--- src/rtl/pulse_gen.sv ---
// One-cycle trigger to programmable-length level, with an enforced low gap
// after each pulse and an optional single queued retrigger.
module pulse_gen #(
    parameter int LEN_W  = 8,
    parameter int GAP    = 2,
    parameter bit RETRIG = 1'b1
) (
    input  logic             clk,
    input  logic             rst,
    input  logic             trig,
    input  logic [LEN_W-1:0] len,
    output logic             pulse,
    output logic             busy,
    output logic             done,
    output logic             drop
);

    localparam int GAP_W = (GAP > 1) ? $clog2(GAP + 1) : 1;

    typedef enum logic [1:0] {
        ST_IDLE,
        ST_HIGH,
        ST_GAP
    } state_t;

    state_t             state_q;
    logic [LEN_W-1:0]   cnt_q;
    logic [GAP_W-1:0]   gap_cnt_q;
    logic               pend_q;
    logic [LEN_W-1:0]   plen_q;
    logic               pulse_q;
    logic               busy_q;
    logic               done_q;
    logic               drop_q;

    logic               trig_take_d;
    logic               trig_rej_d;
    logic               relaunch_d;
    logic [LEN_W-1:0]   relaunch_len_d;
    logic [LEN_W-1:0]   relaunch_cnt_d;
    logic [LEN_W-1:0]   trig_cnt_d;

    // A trigger landing on the exit edge of HIGH/GAP counts as busy, so it is
    // folded into the relaunch decision as if it had already been queued.
    always_comb begin
        trig_take_d    = trig & RETRIG & ~pend_q;
        trig_rej_d     = trig & (~RETRIG | pend_q);
        relaunch_d     = pend_q | trig_take_d;
        relaunch_len_d = pend_q ? plen_q : len;
        relaunch_cnt_d = (relaunch_len_d == '0) ? LEN_W'(1) : relaunch_len_d;
        trig_cnt_d     = (len == '0) ? LEN_W'(1) : len;
    end

    always_ff @(posedge clk or posedge rst) begin
        if (rst) begin
            state_q   <= ST_IDLE;
            cnt_q     <= '0;
            gap_cnt_q <= '0;
            pend_q    <= 1'b0;
            plen_q    <= '0;
            pulse_q   <= 1'b0;
            busy_q    <= 1'b0;
            done_q    <= 1'b0;
            drop_q    <= 1'b0;
        end else begin
            done_q <= 1'b0;
            drop_q <= 1'b0;
            case (state_q)
                ST_IDLE: begin
                    if (trig) begin
                        state_q <= ST_HIGH;
                        cnt_q   <= trig_cnt_d;
                        pulse_q <= 1'b1;
                        busy_q  <= 1'b1;
                    end
                end
                ST_HIGH: begin
                    drop_q <= trig_rej_d;
                    if (trig_take_d) begin
                        pend_q <= 1'b1;
                        plen_q <= len;
                    end
                    if (cnt_q == LEN_W'(1)) begin
                        done_q <= 1'b1;
                        if (GAP > 0) begin
                            state_q   <= ST_GAP;
                            gap_cnt_q <= GAP_W'(GAP);
                            pulse_q   <= 1'b0;
                        end else if (relaunch_d) begin
                            cnt_q  <= relaunch_cnt_d;
                            pend_q <= 1'b0;
                        end else begin
                            state_q <= ST_IDLE;
                            pulse_q <= 1'b0;
                            busy_q  <= 1'b0;
                        end
                    end else begin
                        cnt_q <= cnt_q - LEN_W'(1);
                    end
                end
                ST_GAP: begin
                    drop_q <= trig_rej_d;
                    if (trig_take_d) begin
                        pend_q <= 1'b1;
                        plen_q <= len;
                    end
                    if (gap_cnt_q == GAP_W'(1)) begin
                        if (relaunch_d) begin
                            state_q <= ST_HIGH;
                            cnt_q   <= relaunch_cnt_d;
                            pulse_q <= 1'b1;
                            pend_q  <= 1'b0;
                        end else begin
                            state_q <= ST_IDLE;
                            busy_q  <= 1'b0;
                        end
                    end else begin
                        gap_cnt_q <= gap_cnt_q - GAP_W'(1);
                    end
                end
                default: begin
                    state_q <= ST_IDLE;
                    pulse_q <= 1'b0;
                    busy_q  <= 1'b0;
                end
            endcase
        end
    end

    assign pulse = pulse_q;
    assign busy  = busy_q;
    assign done  = done_q;
    assign drop  = drop_q;

endmodule

--- config.mk ---
export PLATFORM = sky130hd
export DESIGN_NAME = pulse_gen
export DESIGN_NICKNAME = d
export VERILOG_FILES = /design/src/rtl/pulse_gen.sv
export SDC_FILE = /design/constraint.sdc
export NUM_CORES = 1
export LEC_CHECK = 0
export ABC_CLOCK_PERIOD_IN_PS = 1980
export CAP_MARGIN = 20
export CELL_PAD_IN_SITES_DETAIL_PLACEMENT = 0
export CELL_PAD_IN_SITES_GLOBAL_PLACEMENT = 1
export CORE_MARGIN = 8
export CORE_UTILIZATION = 39
export DETAILED_ROUTE_END_ITERATION = 8
export PLACE_DENSITY_LB_ADDON = 0.1
export SYNTH_ARGS = -nofsm -noshare
export SYNTH_HDL_FRONTEND = slang
export SYNTH_SLANG_ARGS = --single-unit
--- constraint.sdc ---
create_clock -name clk -period 1.98 [get_ports clk]
set_clock_uncertainty 0.15 [all_clocks]
set_input_delay 0.396 -clock clk [delete_from_list [all_inputs] [get_ports clk]]
set_output_delay 0.396 -clock clk [all_outputs]
set_load 0.005 [all_outputs]
# Yosys cells after proc, flatten, opt, wreduce, memory -nomap -nowiden
# Cells that the tools add are included.
[totals]
regBits = 25
elab_cells = 69
latchBits = 0
mem_bits_ro = 0
mem_count = 0
ram_bits = 0
out_inout_bits = 4
[classes]
muxes = 30
bitwise_logic = 5
eq_ne = 11
n_shift = 0
multipliers = 0
magnitude_cmp = 0
div = 0
addsub = 2
reduce_logical = 12
[op_table]
columns = ["operator", "count"]
rows = [
  ["$mux 8", 7],
  ["$pmux 8 s3", 1],
  ["$logic_not 8->1", 2],
  ["$ne 2x2->1 const B", 7],
  ["$mux 1", 13],
  ["$eq 8x1->1 const B", 1],
  ["$mux 2", 4],
  ["$reduce_and 4->1", 2],
  ["$sub 8x1->8 const B", 1],
  ["$pmux 1 s3", 2],
  ["$pmux 2 s3", 1],
  ["$reduce_and 3->1", 2],
  ["$reduce_and 5->1", 1],
  ["$eq 2x1->1 const B", 2],
  ["$pmux 2 s2", 1],
  ["$reduce_bool 3->1", 1],
  ["$and 1x1->1", 2],
  ["$eq 2x2->1 const B", 1],
  ["$logic_not 2->1", 1],
  ["$not 1->1", 2],
  ["$pmux 1 s2", 1],
  ["$reduce_and 2->1", 1],
  ["$reduce_bool 2->1", 1],
  ["$reduce_or 2->1", 1],
  ["other kinds (2)", 2],
]

# Logic depth before layout (Yosys ltp)
# Gate-level depths: netlist (run 1).
[depth]
ltp_word = 6
depth_mapped = 8

# Worst setup path after synthesis (run 1)
# No wires, ideal clock.
[synth_timing]
path_kind = "register -> register"
from = "register state_q[1]"
to = "register cnt_q[0]"
setup_time_ns = 0.139
synth_period_minus_slack_ns = 1.959
path_buffers = 1
slack_ns = 0.021
path_stages_with_launch = 8
arrival_time_ns = 1.670
path_cell_list = "dfrtp_1 > inv_1 > ha_1 > clkbuf_1 > o31ai_1 > a221o_2 > a2111oi_2 > a221oi_1"
[synth_via]
elab_chain_len = 3
word_cells_on_any_way = 10
cone_classes = "eq/ne (6); mux (1); reduce/logical (3)"
[synth_rtl]
columns = ["element", "line_no", "text"]
rows = [
  ["from (decl)", "26", "state_t state_q;"],
  ["from (signal assigned)", "56", "state_q <= ST_IDLE;"],
  ["from (signal assigned)", "71", "state_q <= ST_HIGH;"],
  ["from (signal assigned)", "86", "state_q <= ST_GAP;"],
  ["$eq 2x1->1, or another cell as far along", "68", "case (state_q)"],
  ["$ne 2x2->1 (no source line) or $reduce_bool 3->1 (tied branches)", "--", ""],
  ["$reduce_and 5->1 (no source line)", "--", ""],
  ["to (signal assigned)", "72", "cnt_q <= trig_cnt_d;"],
  ["to (signal assigned)", "90", "cnt_q <= relaunch_cnt_d;"],
  ["to (signal assigned)", "98", "cnt_q <= cnt_q - LEN_W'(1);"],
  ["to (decl)", "27", "logic [LEN_W-1:0] cnt_q;"],
]
# Several ways; a longest one is shown, not always the timed one.
# A chain may end at the register's enable or synchronous reset.

# Worst setup path after layout (run 1)
[layout_timing]
from = "register cnt_q[1]"
to = "register cnt_q[0]"
[layout_via]
elab_chain_len = 3
[layout_rtl]
columns = ["element", "line_no", "text"]
rows = [
  ["$eq 8x1->1", "83", "if (cnt_q == LEN_W'(1)) begin"],
  ["$ne 2x2->1 (no source line)", "--", ""],
  ["$reduce_and 5->1 (no source line)", "--", ""],
]
# Every way passes these cells.

==> flow_metrics.env, run 1 <==
export IMPL_grt_pass1_vias=1345
export IMPL_top_level_ports=15
export IMPL_port_buffers=14
export IMPL_vias=1349
export IMPL_crit_arrival_ns=1.89
export IMPL_antenna_left=0
export IMPL_insertion_delay_ns=0.27
export IMPL_postRouteWirelength_um=3660
export IMPL_rr_worst_depth=6
export IMPL_firstDrtPassIters=4
export IMPL_drtIter0Drc=67
export IMPL_cp_required_ns=1.98
export IMPL_synth_area_leader_cell="dfrtp_1"
export IMPL_synth_nets=175
export IMPL_grtUsageTotal_pct=12.4
export IMPL_grt_overflow=0
export IMPL_maxSlewHeadroom_pct=72.3
export IMPL_drc_errors=0
export IMPL_synth_area_leaders="dfrtp_1, mux2_2, o21ai_0, ha_1, nand2_1"
export IMPL_vdd_ir_drop_max_mv=0.567
export IMPL_cap_violations=0
export IMPL_wl_per_cell_um=14.7
export IMPL_synth_top_cells_by_count="dfrtp_1, o21ai_0, nand2_1"
export IMPL_period_minus_slack_ns=1.89
export IMPL_area_delta_synth_final_pct=33.1
export IMPL_coreArea_um2=3720
export IMPL_cts_tree="built"
export IMPL_yosys_warnings=0
export IMPL_period_share_pct=95.7
export IMPL_die_area_um2=6180
export IMPL_cp_end_kind="flop"
export IMPL_yosysMostFrequentCell="dfrtp_1"
export IMPL_status="finished, final reports clean"
export IMPL_dieHeight_um=78.6
export IMPL_drive_gt1_share_pct=28.9
export IMPL_clk_path_buf_depth=2
export IMPL_hold_path_class="in2async"
export IMPL_start_kind="flop"
export IMPL_cts_htree_levels=1
export IMPL_diodes=0
export IMPL_grt_antenna_before_repair=0
export IMPL_cts_buffers=3
export IMPL_grt_pass1_wl_um=6310
export IMPL_finalSetupTns_ns=0
export IMPL_timing_rr_end="cnt_q[0]"
export IMPL_hold_viol_final=0
export IMPL_fmax_mhz=528
export IMPL_synthCells=157
export IMPL_netlist_area_leader_share_pct=41.0
export IMPL_synthFlopType="dfrtp_1"
export IMPL_grt_max_degree=26
export IMPL_ys_types=40
export IMPL_synth_edf_count=0
export IMPL_place_hpwl_um=2930
export IMPL_clkTransAtPathRegs_ns=0.09
export IMPL_worst_pin_slew_ns=0.409
export IMPL_synth_async_reset_ratio_pct=100
export IMPL_slew_violations=0
export IMPL_synth_area_per_cell_um2=9.73
export IMPL_p_leak_uw=0.000878
export IMPL_critical_path_class="reg2reg"
export IMPL_initial_core_util_pct=41.1
export IMPL_powerDensity_nw_per_um2=1470
export IMPL_clock_sinks=25
export IMPL_rrSetupSlack_ns=0.09
export IMPL_nNetsFinal=220
export IMPL_place_congestion=0.832
export IMPL_dieWidth_um=78.6
export IMPL_finalSetupViolCount=0
export IMPL_viasPerCell=5.42
export IMPL_root_buffer="clkbuf_8"
export IMPL_rsz0062_at_grt="true"
export IMPL_synth_area_um2=1530
export IMPL_reg2reg_from="cnt_q[1]"
export IMPL_critPathMaxFanout=4
export IMPL_synth_seq_area_share_pct=41.0
export IMPL_fill_cells=357
export IMPL_ys_ff_latch=25
export IMPL_rows=22
export IMPL_power_total_uw=2990
layout make-up:
type | instances | area (µm²) | share of cell area [%]
Timing Repair Buffer | 47 | 392 | 19.3
Inverter | 10 | 41.3 | 2.03
Clock buffer | 4 | 45.0 | 2.22
Tap cell | 48 | 60.1 | 2.95
Multi-Input combinational cell | 115 | 870 | 42.8
Sequential cell | 25 | 626 | 30.8
registers in the layout (all words and copies together) (netlist names):
name,cells
state_q,2
drop,1
done,1
pend_q,1
busy,1
gap_cnt_q,2
pulse,1
cnt_q,8
plen_q,8
layer usage:
metal / vias to the layer above / routed length [µm] / GRT usage (%) / part of all wire, %
met1: 659 / 1930 / 17.9 / 53
met2: 20 / 1570 / 18.4 / 43
met3: 5 / 99 / 1.71 / 2.7
met4: 0 / 53 / 4.44 / 1.5
met5: - / 0 / 0 / 0
li1: 665 / - / - / -
worst max-delay path: stages, from the launching register on:
cell	delay, ns
dfrtp_1	0.35
inv_1	0.07
ha_1	0.19
and3_4	0.16
a221o_2	0.44
a2111oi_4	0.33
a221oi_1	0.08
worst max path at each step:
stage               start  endpoint  slack (ns)  depth (start not counted)
2_1_floorplan  state_q[1]  cnt_q[0]        0.02                          7
3_3_place_gp         trig  cnt_q[5]       -0.17                          7
3_5_place_dp         trig  cnt_q[0]       -0.23                          6
4_1_cts        state_q[0]  cnt_q[3]        0.02                          7
5_1_grt        state_q[0]  cnt_q[6]       -0.06                          8
6_report         cnt_q[1]  cnt_q[0]        0.09                          6
cells in the final DEF (no fill, tap or decap), types with 2 or more instances in the layout:
master,n
a21oi_1,6
a221oi_1,3
a22oi_1,3
a31oi_1,2
buf_4,32
clkbuf_8,3
clkdlybuf4s50_1,14
dfrtp_1,25
ha_1,4
ha_2,3
inv_1,9
mux2_2,9
mux2i_1,3
nand2_1,12
nand2b_1,3
nand3_1,5
nor2_1,9
nor3_1,2
nor4b_1,2
o21ai_0,17
o21ai_1,3
o221ai_1,2
o31ai_2,2
xnor2_1,5
per-stage QoR:
step	setup WS (ns)	area, µm²	hold slack (ns)	utilization (%)	cells
floorplan	0.0212	1530	0.273	-	157
global placement	-0.165	1940	0.311	52.2	244
detailed placement	-0.227	1940	0.320	52.2	244
CTS	0.0154	1980	0.334	53.4	248
global route	-0.0611	2030	0.367	54.7	249
finish	0.0856	2030	0.317	54.7	249
cell families after synthesis:
| family | Yosys count | synth area share (%) |
|---|---|---|
| buffers and inverters | 17 | 4.34 |
| muxes | 12 | 8.60 |
| xor gates and xnor gates | 5 | 2.87 |
| adders and majority gates | 7 | 5.73 |
| DFF | 25 | 41.0 |
| and+or+nand+nor | 44 | 17.2 |
| AOI/OAI and AO/OA | 47 | 20.3 |
power by group:
part / total (µW) / switching, µW / internal [µW]
clock: 306 / 162 / 144
combinational: 1760 / 888 / 876
sequential: 921 / 181 / 740
repair_timing:
action / CTS / global route
setup buffers: 0 / 1
gates resized for setup: 0 / 12
setup endpoints to repair: 0 / 19
hold buffers: 0 / 0
No activity file was read; power rests on OpenSTA's default activity.
==> inputs of run 2 (changes only) <==
--- a/config.mk
+++ b/config.mk
@@ -5,13 +5,15 @@
 export SDC_FILE = /design/constraint.sdc
 export NUM_CORES = 1
 export LEC_CHECK = 0
-export ABC_CLOCK_PERIOD_IN_PS = 1980
+export ABC_CLOCK_PERIOD_IN_PS = 2300
 export CAP_MARGIN = 20
 export CELL_PAD_IN_SITES_DETAIL_PLACEMENT = 0
 export CELL_PAD_IN_SITES_GLOBAL_PLACEMENT = 1
+export CORE_ASPECT_RATIO = 0.5
 export CORE_MARGIN = 8
-export CORE_UTILIZATION = 39
+export CORE_UTILIZATION = 52
 export DETAILED_ROUTE_END_ITERATION = 8
+export DONT_BUFFER_PORTS = 1
 export PLACE_DENSITY_LB_ADDON = 0.1
 export SYNTH_ARGS = -nofsm -noshare
 export SYNTH_HDL_FRONTEND = slang
==> constraint.sdc (replaced) <==
create_clock -name clk -period 2.3 [get_ports clk]
set_clock_uncertainty 0.15 [all_clocks]
set_input_delay 0.46 -clock clk [delete_from_list [all_inputs] [get_ports clk]]
set_output_delay 0.46 -clock clk [all_outputs]
set_load 0.005 [all_outputs]
==> run 2 against run 1 <==
Effect of this change: hold slack worse by 0.14 ns; final cell count down 19%; non-clock buffer count shrank 40; count of clock-buffer cells in the layout did not move; largest cell class unchanged; maximum frequency down 11%.
==> flow_metrics.env, run 2 (synthesis results as in run 1) <==
export IMPL_fmax_mhz=467
export IMPL_hold_path_class="in2reg"
export IMPL_cts_buffers=3
export IMPL_worst_slack_ns=0.161
export IMPL_initial_core_util_pct=52.5
export IMPL_finalSetupTns_ns=0
export IMPL_root_buffer="clkbuf_8"
export IMPL_p_leak_uw=0.000695
export IMPL_dieWidth_um=92.7
export IMPL_grt_overflow=0
export IMPL_cts_resized_gates=0
export IMPL_grt_antenna_before_repair=0
export IMPL_slew_violations=0
export IMPL_diodes=0
export IMPL_place_ws_ns=0.219
export IMPL_cp_end_kind="flop"
export IMPL_cp_cell_sequence="inv_1, ha_1, o31ai_1, a221o_2, a2111oi_2, a221oi_1"
export IMPL_antenna_left=0
export IMPL_place_congestion=0.818
export IMPL_grtUsageTotal_pct=14.9
export IMPL_cts_htree_levels=1
export IMPL_insertion_delay_ns=0.27
export IMPL_cp_required_ns=2.29
export IMPL_max_stage_delay_ns=0.43
export IMPL_hold_viol_final=0
export IMPL_slowest_stage="dfrtp_1"
export IMPL_grt_pass1_wl_um=5810
export IMPL_place_hpwl_um=2600
export IMPL_start_kind="flop"
export IMPL_postRouteWirelength_um=3480
export IMPL_cts_tree="built"
export IMPL_worst_hold_slack_ns=0.179
export IMPL_clk_path_buf_depth=2
export IMPL_coreArea_um2=2910
export IMPL_drc_errors=0
export IMPL_finish_utilization_pct=56.7
export IMPL_crit_arrival_ns=2.13
export IMPL_critPathMaxFanout=8
export IMPL_drive_gt1_share_pct=14.9
export IMPL_period_share_pct=93.0
export IMPL_vdd_ir_drop_max_mv=0.522
export IMPL_grt_max_degree=26
export IMPL_cap_violations=0
export IMPL_drtIter0Drc=63
export IMPL_clkTransAtPathRegs_ns=0.09
export IMPL_wl_per_cell_um=17.3
export IMPL_vias=1196
export IMPL_firstDrtPassIters=4
export IMPL_grt_pass1_vias=1189
export IMPL_clock_sinks=25
export IMPL_port_buffers=0
export IMPL_die_area_um2=5030
export IMPL_hold_depth=1
export IMPL_dieHeight_um=54.3
export IMPL_rsz0062_at_grt="false"
export IMPL_reg_largest_list="cnt_q: 8 flops, plen_q: 8 flops"
export IMPL_period_minus_slack_ns=2.14
export IMPL_rr_worst_depth=6
export IMPL_viasPerCell=5.95
export IMPL_worst_pin_slew_ns=0.480
export IMPL_powerDensity_nw_per_um2=1360
export IMPL_layout_commonest_cell="dfrtp_1"
export IMPL_final_cell_mix="dfrtp_1, o21ai_0, nand2_1"
export IMPL_finalSetupViolCount=0
export IMPL_top_level_ports=15
export IMPL_rows=14
export IMPL_critical_path_class="reg2reg"
export IMPL_area_delta_synth_final_pct=7.94
export IMPL_status="finished, final reports clean"
export IMPL_nNetsFinal=180
export IMPL_maxSlewHeadroom_pct=67.7
[run 2: cell types whose count changed in the layout (fill, tap and decap cells not counted), sizes merged]
| cell | delta |
|---|---|
| clkdlybuf4s50 | -14 |
| clkinvlp | -1 |
| buf | -27 |
| clkinv | +1 |
| dlygate4sd3 | +1 |
[run 2: repair_timing]
action                                  in CTS  in global routing
hold buffers                                 1                  0
hold endpoints to repair                    25                  0
setup buffers                                0                  0
endpoints found under the setup margin       0                  0
[run 2: path summary, 6_finish.rpt]
| path | start | to | slack, ns |
|---|---|---|---|
| worst max-delay path | state_q[1] | cnt_q[0] | 0.16 |
| worst min-delay path | len[1] | plen_q[1] | 0.18 |
| worst max register to register | state_q[1] | cnt_q[0] | 0.16 |
| worst min register to register | plen_q[0] | plen_q[0] | 0.37 |
| max in group asynchronous | rst | plen_q[7] | 1.22 |
| min in group asynchronous | rst | pend_q | 0.53 |
[run 2: worst max-delay path, delay by kind of cell (launching register included)]
family / cells / cell delay, ns
AO/OA/AOI/OAI: 4 / 0.97
adder cells (fa/ha/maj): 1 / 0.36
flip-flops: 1 / 0.43
buffers and inverters: 1 / 0.10
[run 2: power breakdown]
part	switching, µW	internal [µW]	leakage [µW]
clock	142	124	0.0000228
sequential	204	637	0.000302
combinational	623	505	0.000370
total	969	1270	0.000695
[run 2: final cells by class]
type	instances	area, µm²
clock buffers	4	45.0
fillers	278	1260
inverters	10	37.5
multi-input cells	115	836
flip-flops and latches	25	626
well taps	40	50.0
repair buffers	7	55.1
[run 2: metal layers]
metal | up-vias | share of wire [%] | track usage (%)
li1 | 588 | - | -
met1 | 583 | 49 | 18.5
met2 | 25 | 45 | 26.1
met3 | 0 | 6.4 | 4.65
met4 | 0 | 0 | 2.37
met5 | - | 0 | 0
[run 2: per-stage QoR]
| step | power (µW) | cell area, µm² | std cells |
|---|---|---|---|
| floorplan | 1680 | 1530 | 157 |
| global placement | 1960 | 1590 | 196 |
| detailed placement | 1970 | 1590 | 196 |
| CTS | 2250 | 1650 | 201 |
| global route | 2420 | 1650 | 201 |
| finish | 2240 | 1650 | 201 |
==> inputs of run 3 (changes only) <==
--- a/config.mk
+++ b/config.mk
@@ -14,7 +14,8 @@
 export CORE_UTILIZATION = 52
 export DETAILED_ROUTE_END_ITERATION = 8
 export DONT_BUFFER_PORTS = 1
-export PLACE_DENSITY_LB_ADDON = 0.1
+export PLACE_DENSITY = 0.86
+export RECOVER_POWER = 50
 export SYNTH_ARGS = -nofsm -noshare
 export SYNTH_HDL_FRONTEND = slang
 export SYNTH_SLANG_ARGS = --single-unit
==> run 3 against run 2 <==
Effect of this change: first-iteration DRC count fell by 30%; global-route usage rose by 0.068 points; clock power rose by 2%; register-to-register slack improved by 0.09 ns; total power rose by 0.55%; sequential power barely moved.
==> flow_metrics.env, run 3 (synthesis results as in run 1) <==
export IMPL_dieWidth_um=92.7
export IMPL_diodes=0
export IMPL_grt_pass1_wl_um=5860
export IMPL_final_cell_mix="dfrtp_1, o21ai_0, nand2_1"
export IMPL_cts_setup_buffers=0
export IMPL_dieHeight_um=54.3
export IMPL_clock_sinks=25
export IMPL_p_leak_uw=0.000689
export IMPL_die_area_um2=5030
export IMPL_cts_htree_levels=1
export IMPL_reg_largest_list="cnt_q: 8 flops, plen_q: 8 flops"
export IMPL_rsz0062_at_grt="false"
export IMPL_use_met3_pct=5.06
export IMPL_path_buf_inv=2
export IMPL_nNetsFinal=179
export IMPL_top_level_ports=15
export IMPL_hold_viol_final=0
export IMPL_rr_worst_depth=7
export IMPL_crit_arrival_ns=2.06
export IMPL_worst_slack_ns=0.252
export IMPL_wl_per_cell_um=16.9
export IMPL_dp_cells=195
export IMPL_period_minus_slack_ns=2.05
export IMPL_cts_buffers=3
export IMPL_place_hpwl_um=2580
export IMPL_crit_family="compound AO/OA/AOI/OAI gates"
export IMPL_drive_gt1_share_pct=15.0
export IMPL_grt_max_degree=26
export IMPL_firstDrtPassIters=4
export IMPL_vdd_ir_drop_max_mv=0.603
export IMPL_rows=14
export IMPL_cp_cell_sequence="inv_1, ha_1, o31ai_1, a221o_2, buf_4, o21ai_0, o21ai_0"
export IMPL_area_delta_synth_final_pct=7.54
export IMPL_finalSetupViolCount=0
export IMPL_fmax_mhz=488
export IMPL_port_buffers=0
export IMPL_cap_violations=0
export IMPL_root_buffer="clkbuf_8"
export IMPL_worstHoldStart="len[0]"
export IMPL_grt_overflow=0
export IMPL_timing_rr_end="cnt_q[5]"
export IMPL_vias=1210
export IMPL_hold_end="plen_q[0]"
export IMPL_period_share_pct=89.0
export IMPL_grtUsageTotal_pct=15.0
export IMPL_place_ws_ns=0.312
export IMPL_power_total_uw=2250
export IMPL_start_kind="flop"
export IMPL_setup_worst_path_start="state_q[1]"
export IMPL_postRouteWirelength_um=3380
export IMPL_drtIter0Drc=44
export IMPL_rrSetupSlack_ns=0.25
export IMPL_grt_use_met1_pct=18.1
export IMPL_viasPerCell=6.05
export IMPL_finalSetupTns_ns=0
export IMPL_hold_depth=1
export IMPL_slowest_stage="dfrtp_1"
export IMPL_cts_resized_gates=0
export IMPL_clk_path_buf_depth=2
export IMPL_initial_core_util_pct=52.5
export IMPL_powerDensity_nw_per_um2=1370
export IMPL_layout_commonest_cell="dfrtp_1"
export IMPL_final_cells=200
export IMPL_drc_errors=0
export IMPL_clkTransAtPathRegs_ns=0.10
export IMPL_cp_required_ns=2.32
export IMPL_hold_path_class="in2reg"
export IMPL_slew_violations=0
export IMPL_max_stage_delay_ns=0.42
export IMPL_critical_path_class="reg2reg"
export IMPL_cts_tree="built"
export IMPL_met2_usage_pct=25.5
export IMPL_grt_antenna_before_repair=0
export IMPL_maxSlewHeadroom_pct=57.3
export IMPL_reg2reg_from="state_q[1]"
export IMPL_place_congestion=0.873
export IMPL_coreArea_um2=2910
export IMPL_insertion_delay_ns=0.27
export IMPL_cp_end_kind="flop"
export IMPL_cpMostUsedCell="o21ai_0"
export IMPL_critPathMaxFanout=14
export IMPL_worst_pin_slew_ns=0.640
export IMPL_busiest_layer="met2"
export IMPL_status="finished, final reports clean"
export IMPL_grt_pass1_vias=1196
export IMPL_antenna_left=0
[run 3: changes by cell type in the layout (fill, tap and decap cells not counted), sizes merged]
cell,previous run,this run
buf,6,4
clkinvlp,0,1
[run 3: where the power goes]
part | leakage (µW) | total [µW] | switching, µW | internal [µW]
sequential | 0.000302 | 839 | 202 | 637
combinational | 0.000365 | 1140 | 632 | 505
clock | 0.0000217 | 272 | 149 | 123
[run 3: worst register-to-register path, cell delays in order (launching register included)]
cell and delay (ns):
dfrtp_1 0.42, inv_1 0.10, ha_1 0.34, o31ai_1 0.14, a221o_2 0.36, buf_4 0.20, o21ai_0 0.15, o21ai_0 0.09
[run 3: what timing repair did]
item                                    4_1_cts  5_1_grt
hold buffers                                  1        0
endpoints found under the hold margin        25        0
endpoints found under the setup margin        0        0
[run 3: cell type report]
class,instances,area (µm²)
timing repair buffer,6,45.0
sequential,25,626
clock buffer,3,41.3
tap,40,50.0
clock inverter,1,7.51
fill,280,1260
inverter,10,37.5
multi-input combinational,115,836
[run 3: worst max-delay path by stage]
stage               end  slack, ns  cells past startpoint
2_1_floorplan  cnt_q[0]       0.34                      7
3_3_place_gp   cnt_q[5]       0.30                      6
3_5_place_dp   cnt_q[0]       0.31                      6
4_1_cts        cnt_q[5]       0.27                      7
5_1_grt        cnt_q[0]       0.08                      6
6_report       cnt_q[5]       0.25                      7
[run 3: per-stage QoR]
stage	util, %	instance area, µm²	hold slack (ns)
final	56.5	1640	0.174
after global routing	56.5	1640	0.161
after CTS	56.6	1650	0.172
after detailed placement	54.6	1590	0.277
after global placement	54.6	1590	0.274
after floorplan	-	1530	0.321
[run 3: metal layers]
metal | up-vias | part of all wire, %
met3 | 8 | 7.5
met5 | - | 0
li1 | 583 | -
met2 | 30 | 45
met1 | 589 | 46
met4 | 0 | 1.6
==> edit, RTL diff (config.mk and constraints of run 1) <==
Put one more register stage on the output `busy`, without a reset. The value now appears one clock later. The other outputs are not delayed to match.
--- a/src/rtl/pulse_gen.sv
+++ b/src/rtl/pulse_gen.sv
@@ -129,5 +129,7 @@
 
     assign pulse = pulse_q;
-    assign busy  = busy_q;
+    always_ff @(posedge clk) begin
+        busy <= busy_q;
+    end
     assign done  = done_q;
     assign drop  = drop_q;
Formal check against the unedited RTL: not equivalent (a bounded check fails within 4 cycles, from zero or initial values and one cycle with rst high).
==> edit against run 1 <==
Area after synthesis grew 2.1%. Hold slack lost 83 ps. Worst setup slack lost 1.4 ps. Routed wire length grew 1.7%. Final cell count grew 1.6%. Design area shrank 0.55%. Sequential cell count grew 1. Sequential share of layout area grew 1.2 points. Largest cell class unchanged. Count of clock-buffer cells in the layout is the same.
Power is left out: it rests on default switching activity, and per cell area and clock period it moved more than threefold.
==> edit: results (changes against run 1) <==
synth-seq-area-share_pct: 41.4  # +0.43 points
grtUsageMet3_pct: 2.03  # +0.32 points
met1_length_um: 1960  # +1.6%
worst_slew_pin_slew_ps: 314  # -94.8 ps
syn-num-nets: 181  # +3.4%
drive_gt1_share_pct: 24.6  # -4.2 points
gp_congestion: 0.775  # -6.8%
result_of_the_run: "completed"
critical_path_arrival_ps: 1930  # +40 ps
yosys.cell_types.count: 44  # +10%
placed_cells_incl_taps: 249  # +2.0%
critical-path-slowest-cell: "dfrtp_1"
syn_area_per_cell_um2: 9.57  # -1.6%
synth-async-reset-ratio_pct: 96.2  # -3.8 points
crit_fanout: 16  # +12
cpPeakStageDelay_ps: 410  # -30 ps
rr_startpoint: "state_q[0]$_DFFE_PP0P_"
wl_um: 3720  # +1.7%
crit_end: "cnt_q[5]$_DFFE_PP0P_"
finish.net_count: 222  # +0.91%
first_global_vias: 1352  # +0.52%
grt_pass1_wl_um: 6560  # +3.9%
drt_first_iter_violations: 71  # +6.0%
worst_hold_path_type: "reg2reg"
synth_top_cells_by_area: "dfrtp_1 40%, mux2_2 5.8%, ha_1 5.6%"
grt.total_usage_pct: 12.8  # +0.41 points
synth_commonest_cells: "25 x dfrtp_1, 14 x nand2_1, 11 x o21ai_0"
route.detailed.wl_per_inst_um: 14.7  # about the same
fin_hold_ws_ps: 234  # -82.6 ps
tritoncts.num_buffers: 3  # unchanged
route.detailed.vias_per_inst: 5.22  # -3.7%
filler_cell_count: 379  # +6.2%
global_route.usage.met2_pct: 18.3  # -0.069 points
topRoutingLayerUsed: "met4"
gr-usage-met1_pct: 18.9  # +1.0 points
routed-wl-met3_um: 139  # +40%
dp_hpwl_um: 2890  # -1.3%
met2WireLength_um: 1580  # +0.32%
==> edit: logic make-up after synthesis <==
logic type / share of synthesized area, %
buffers and inverters: 5.77
and+or+nand+nor: 16.4
DFF: 41.4
muxes: 9.62
AOI/OAI and AO/OA: 18.4
adders and majority gates: 5.61
xor gates and xnor gates: 2.81
==> edit: repair_timing <==
action,CTS,global route
endpoints found under the setup margin,0,5
gates resized for setup,0,4
setup buffers,0,0
hold endpoints to repair,0,0
==> edit: stage by stage <==
step | cell area, µm² | worst slack, ps
3_3_place_gp | 1960 | -68.8
3_5_place_dp | 1960 | -186
2_1_floorplan | 1560 | 176
5_1_grt | 2020 | -42.8
4_1_cts | 2010 | 77.7
6_report | 2020 | 84.2
==> edit: final cells by class <==
type / count / area share, %
Clock buffer: 4 / 2.23
Inverter: 10 / 1.86
Multi-Input combinational cell: 119 / 41.6
Sequential cell: 26 / 31.9
Tap cell: 50 / 3.09
Timing Repair Buffer: 44 / 19.3
